$ cat config.mk
export PLATFORM = sky130hd
export DESIGN_NAME = ifetch_pipe
export DESIGN_NICKNAME = d
export VERILOG_FILES = /design/src/rtl/ifetch_pipe.sv
export SDC_FILE = /design/constraint.sdc
export NUM_CORES = 1
export LEC_CHECK = 0
export BUFFER_PORTS_ARGS = -buffer_cell sky130_fd_sc_hd__buf_2
export CAP_MARGIN = 10
export CORE_MARGIN = 3
export CORE_UTILIZATION = 40
export DETAILED_ROUTE_END_ITERATION = 10
export PLACE_DENSITY_LB_ADDON = 0.12
export SYNTH_ARGS = -nofsm -noshare
export SYNTH_HDL_FRONTEND = slang
export SYNTH_SLANG_ARGS = --single-unit
$ cat constraint.sdc
create_clock -name clk -period 5.15 [get_ports clk]
set_clock_uncertainty 0.05 [all_clocks]
set_input_delay 0.515 -clock clk [delete_from_list [all_inputs] [get_ports clk]]
set_output_delay 0.515 -clock clk [all_outputs]
set_load 0.02 [all_outputs]
$ cat src/rtl/ifetch_pipe.sv
// ---------------------------------------------------------------------------
// ifetch_pipe
//
// Pipelined instruction-fetch stage. Holds the fetch PC, issues one word read
// per cycle to a synchronous instruction ROM (1-cycle read latency), buffers
// returned words in a DEPTH-entry prefetch FIFO and hands them to decode over
// a valid/ready handshake. Jump / jal / jr / branch redirects flush the
// buffer and discard the response that is still in flight.
//
// Parameters
//   XLEN      PC / instruction / target width
//   IMEM_AW   ROM word-address width
//   DEPTH     prefetch FIFO entries (>= 2 for one instruction per cycle)
//   RESET_PC  PC after reset (multiple of 4)
//
// Ports
//   clk           clock, all state updates on posedge
//   rst           synchronous reset, active low
//   en            global enable; low freezes issue, pop and redirect
//   Jmp/Jal/Jr/Branch        redirect requests (qualified by en)
//   Addr_Jmp/Addr_Jr/Addr_Beq redirect targets, bits [1:0] ignored
//   imem_en       ROM read strobe
//   imem_addr     ROM word address, pc[IMEM_AW+1:2]
//   imem_rdata    ROM data, valid the cycle after imem_en
//   if_valid      head FIFO entry available to decode
//   id_ready      decode accepts the head entry
//   Instruction   head instruction
//   if_pc         PC of the head instruction
//   PC_plus_4     if_pc + 4 (wraps)
// ---------------------------------------------------------------------------
module ifetch_pipe #(
  parameter int unsigned     XLEN     = 32,
  parameter int unsigned     IMEM_AW  = 10,
  parameter int unsigned     DEPTH    = 2,
  parameter logic [XLEN-1:0] RESET_PC = '0
) (
  input  logic               clk,
  input  logic               rst,
  input  logic               en,
  input  logic               Jmp,
  input  logic               Jal,
  input  logic               Jr,
  input  logic               Branch,
  input  logic [XLEN-1:0]    Addr_Jmp,
  input  logic [XLEN-1:0]    Addr_Jr,
  input  logic [XLEN-1:0]    Addr_Beq,
  output logic               imem_en,
  output logic [IMEM_AW-1:0] imem_addr,
  input  logic [XLEN-1:0]    imem_rdata,
  output logic               if_valid,
  input  logic               id_ready,
  output logic [XLEN-1:0]    Instruction,
  output logic [XLEN-1:0]    if_pc,
  output logic [XLEN-1:0]    PC_plus_4
);

  localparam int unsigned PW  = (DEPTH > 1) ? $clog2(DEPTH) : 1;
  localparam int unsigned CW  = $clog2(DEPTH + 1);
  localparam int unsigned CW1 = CW + 1;
  localparam logic [XLEN-1:0] ALIGN_MASK = ~XLEN'(3);

  // Fetch state
  logic [XLEN-1:0] pc_q, pc_d;
  logic [XLEN-1:0] tag_pc_q;
  logic            inflight_q;
  logic            kill_q;

  // Prefetch FIFO
  logic [XLEN-1:0] fifo_pc_q  [DEPTH];
  logic [XLEN-1:0] fifo_ins_q [DEPTH];
  logic [PW-1:0]   rd_q, wr_q;
  logic [CW-1:0]   count_q, count_d;

  // Last presented head, shown while the FIFO is empty
  logic [XLEN-1:0] hold_pc_q, hold_ins_q;

  logic            run;
  logic            redir;
  logic            pop;
  logic            push;
  logic            issue;
  logic [XLEN-1:0] target;
  logic [CW1-1:0]  occupancy;
  logic [XLEN-1:0] head_pc, head_ins;

  function automatic logic [PW-1:0] ptr_inc(input logic [PW-1:0] p);
    return (p == PW'(DEPTH - 1)) ? '0 : p + PW'(1);
  endfunction

  // Reset gates the handshake so nothing is issued or handed over while it
  // is asserted.
  assign run   = en & rst;
  assign redir = run & (Jmp | Jal | Jr | Branch);

  always_comb begin
    target = Addr_Beq;
    if (Jal | Jmp)   target = Addr_Jmp;
    else if (Jr)     target = Addr_Jr;
  end

  // During a redirect the head entry is wrong-path and is never handed over.
  assign if_valid = rst & (count_q != '0) & ~redir;
  assign pop      = if_valid & id_ready & en;

  // Slots already owned by the FIFO plus the response in flight, minus the
  // one leaving this cycle; a new read is only issued if its word will fit.
  assign occupancy = {1'b0, count_q} + CW1'(inflight_q) - CW1'(pop);
  assign issue     = run & ~redir & (occupancy < CW1'(DEPTH));

  // A response landing in the redirect cycle itself is stale as well; the
  // flush wins over the push.
  assign push = rst & inflight_q & ~kill_q & ~redir;

  assign imem_en   = issue;
  assign imem_addr = pc_q[IMEM_AW+1:2];

  always_comb begin
    pc_d = pc_q;
    if (redir)      pc_d = target & ALIGN_MASK;
    else if (issue) pc_d = pc_q + XLEN'(4);
  end

  always_comb begin
    count_d = count_q + CW'(push) - CW'(pop);
  end

  always_ff @(posedge clk) begin
    if (!rst) begin
      pc_q       <= RESET_PC;
      tag_pc_q   <= '0;
      inflight_q <= 1'b0;
      kill_q     <= 1'b0;
      rd_q       <= '0;
      wr_q       <= '0;
      count_q    <= '0;
      hold_pc_q  <= '0;
      hold_ins_q <= '0;
    end else begin
      pc_q       <= pc_d;
      inflight_q <= issue;
      kill_q     <= redir & inflight_q;
      if (issue) tag_pc_q <= pc_q;
      hold_pc_q  <= head_pc;
      hold_ins_q <= head_ins;
      if (redir) begin
        rd_q    <= '0;
        wr_q    <= '0;
        count_q <= '0;
      end else begin
        count_q <= count_d;
        if (push) wr_q <= ptr_inc(wr_q);
        if (pop)  rd_q <= ptr_inc(rd_q);
      end
    end
  end

  // FIFO payload needs no reset; count_q qualifies every entry.
  always_ff @(posedge clk) begin
    if (push) begin
      fifo_pc_q[wr_q]  <= tag_pc_q;
      fifo_ins_q[wr_q] <= imem_rdata;
    end
  end

  always_comb begin
    head_pc  = hold_pc_q;
    head_ins = hold_ins_q;
    if (count_q != '0) begin
      head_pc  = fifo_pc_q[rd_q];
      head_ins = fifo_ins_q[rd_q];
    end
  end

  assign Instruction = head_ins;
  assign if_pc       = head_pc;
  assign PC_plus_4   = head_pc + XLEN'(4);

endmodule

==> summary.txt <==
Crit path top cell by count: buf_4
Arrival time of the worst setup path: 4230 ps
Synth Cell Area: 0.0112 mm2
RSZ-0062 raised after global routing: false
Antenna violations before repair: 0
Hold crit path type: primary input to flip-flop
Peak supply drop: 0.214 mV
WL final: 25400 um
Worst setup endpoint: imem_en
Commonest non-fill, non-tap cell in the layout: buf_2
Clock slew at reported path FFs: 60 ps
Die Wd: 173 um
Gr usage total: 0.162
Max Clk Rate: 209 MHz
# clock sinks: 255
H-tree Lvls: 1
Fin crit period: 4790 ps
Synth top area cells: edfxtp_1, dfxtp_1, mux2i_1, nand2_1, and2_1
CP startpoint: count_q[1]$_SDFF_PP0_
Top_reg_cell synth: dfxtp_1
Longest Clk Path Bufs: 3
Max-Cap Viols: 0
Vias in the first global route: 7447
# setup viols final: 0
Post-synthesis cell count: 1009
Final HPWL DP: 17400 um
Largest net degree at the start of global routing: 70
Status: complete, no violations
Slowest CP cell: or2_4
Hold slack: 124 ps
Synthesized flop and latch total: 255
Row count: 60
DR WL/cell: 15.8 um
Root Buffer Master: clkbuf_16
Cell Pwr Density: 322 mW/mm2
Grt ovf: 0
Distinct cells, synth: 52
Detailed router's first-iteration violation count: 360
Worst-Margin Slew: 916 ps
R2R setup slack: 780 ps
Share of cells above drive strength 1: 0.273
Worst-skew pair later-pin latency: 520 ps
First-pass GRT wire length: 40100 um
Worst Setup End Kind: output pin
# DRC: 0
PortBufs: 237
Post-route ant nets: 0
Crit-path max FO: 25
CP Class: flip-flop to output pin
Synth-to-Final Area Change: 20.9%
Post-synth ARST share: 0
Synth top area share: 0.332
GPL Wtd Cong: 0.813
Die area: 0.0301 mm2
EDFF count, synth: 124
Post-synthesis sequential area ratio: 0.566
Die Ht: 173 um
Final setup TNS: 0 ps
CTS tree: built
Reg2reg end: pc_q[18]$_SDFFE_PN0P_
ANT cells: 0
Mean Syn Cell Area: 11.1 um2
Tot Pwr: 4.37 mW
Fin crit share: 0.930
# IOs: 244
Slew Limit Headroom: 0.389
Ys Warns: 0
Via count: 7778
Number of clock buffers inserted by TritonCTS: 27
Max-slew violations: 0
Commonest non-fill, non-tap cells in the layout: buf_2, nand2_1, dfxtp_1, edfxtp_1, mux2i_1
Worst Path Required: 4590 ps
CP startpoint kind: flip-flop
Initial Util: 0.412
Post-Syn Nets: 1151
Total core area: 0.0273 mm2
Drt first pass iters: 7
Critical Path, Cell by Cell: buf_4, or2_4, nand2_1, nor3_1, ha_1, nand2b_1, fa_1, xnor2_1, nand4b_1, clkinvlp_4, buf_4, buf_2
Vias per Instance: 4.83
Max stage delay on crit path: 470 ps
Leak pwr: 5.38 nW
Final nets: 1359
Final hold violation count: 0
Synth area leader: edfxtp_1
Reg-to-Reg Start: count_q[1]$_SDFF_PP0_
Register-to-Register Path Depth: 13
Post-layout util: 0.498
synthesized netlist by cell type (5+ instances only):
cell type,instances
mux2_2,17
nand4_1,8
nor2_1,36
inv_1,25
and2_1,52
a21boi_0,31
nor4_2,6
nor3_1,26
a21oi_1,18
nand3_1,19
mux2i_1,93
dfxtp_1,131
o21ai_0,50
o211ai_1,16
nand2_1,138
ha_1,5
clkbuf_1,46
xnor2_1,31
xor2_1,15
and3_1,16
buf_4,15
nor2b_1,19
o211a_1,12
a211oi_1,11
edfxtp_1,124
sequential cells by signal (all words and copies together) (netlist names), 2 cells and up, named ones only:
name        cells
count_q         2
hold_pc_q      32
pc_q           30
fifo_pc_q      60
fifo_ins_q     64
tag_pc_q       30
hold_ins_q     32
where the power goes:
group / total, mW / internal (mW) / switching (mW)
Combinational: 0.203 / 0.0928 / 0.110
Clock: 2.00 / 1.22 / 0.778
Sequential: 2.16 / 2.14 / 0.0240
logic make-up after synthesis:
family                     synth area share
xor gates and xnor gates             0.0359
muxes                                 0.103
buffers and inverters                0.0424
AOI/OAI and AO/OA                    0.0907
adders and majority gates           0.00736
and+or+nand+nor                       0.155
DFF                                   0.566
routing by layer:
layer / GRT usage / vias to the layer above / share of wire
met4: 0.0368 / 0 / 0.018
met3: 0.0287 / 36 / 0.061
met2: 0.250 / 227 / 0.43
met1: 0.237 / 3543 / 0.49
li1: - / 3972 / -
met5: 0 / - / 0
metrics by stage:
stage	cells	worst slack (ps)	instance area, um2
global route	1610	10.3	13600
global placement	1560	714	12600
finish	1610	358	13600
detailed placement	1560	666	12600
floorplan	1009	310	11200
CTS	1610	185	13600
cell type report:
class	count	area, um2
Fill cell	2540	13700
Sequential cell	255	6350
Multi-Input combinational cell	656	4420
Timing Repair Buffer	252	1300
Clock buffer	30	697
Tap cell	372	465
Clock inverter	20	235
Inverter	25	97.6
worst min path at each step:
stage	startpoint	slack (ps)	end	cells after the start
2_1_floorplan	tag_pc_q[10]$_SDFFE_PN0P_	380	fifo_pc_q[0][10]$_DFFE_PP_	0
3_3_place_gp	tag_pc_q[18]$_SDFFE_PN0P_	380	fifo_pc_q[0][18]$_DFFE_PP_	0
3_5_place_dp	tag_pc_q[22]$_SDFFE_PN0P_	390	fifo_pc_q[0][22]$_DFFE_PP_	0
4_1_cts	imem_rdata[3]	90	fifo_ins_q[1][3]$_DFFE_PP_	1
5_1_grt	imem_rdata[30]	90	fifo_ins_q[0][30]$_DFFE_PP_	1
6_report	imem_rdata[3]	120	fifo_ins_q[1][3]$_DFFE_PP_	1
critical path: cells and delay by family (launching register included):
family	cells	cell delay, ps
buf+inv	4	1080
fa+ha+maj	2	690
simple gates	5	1500
flops	1	310
xor+xnor	1	130
repair_timing:
item	4_1_cts	5_1_grt
setup buffers	0	0
gates resized for setup	0	1
hold buffers	0	0
setup endpoints to repair	0	1
No activity file was read; power rests on OpenSTA's default activity.
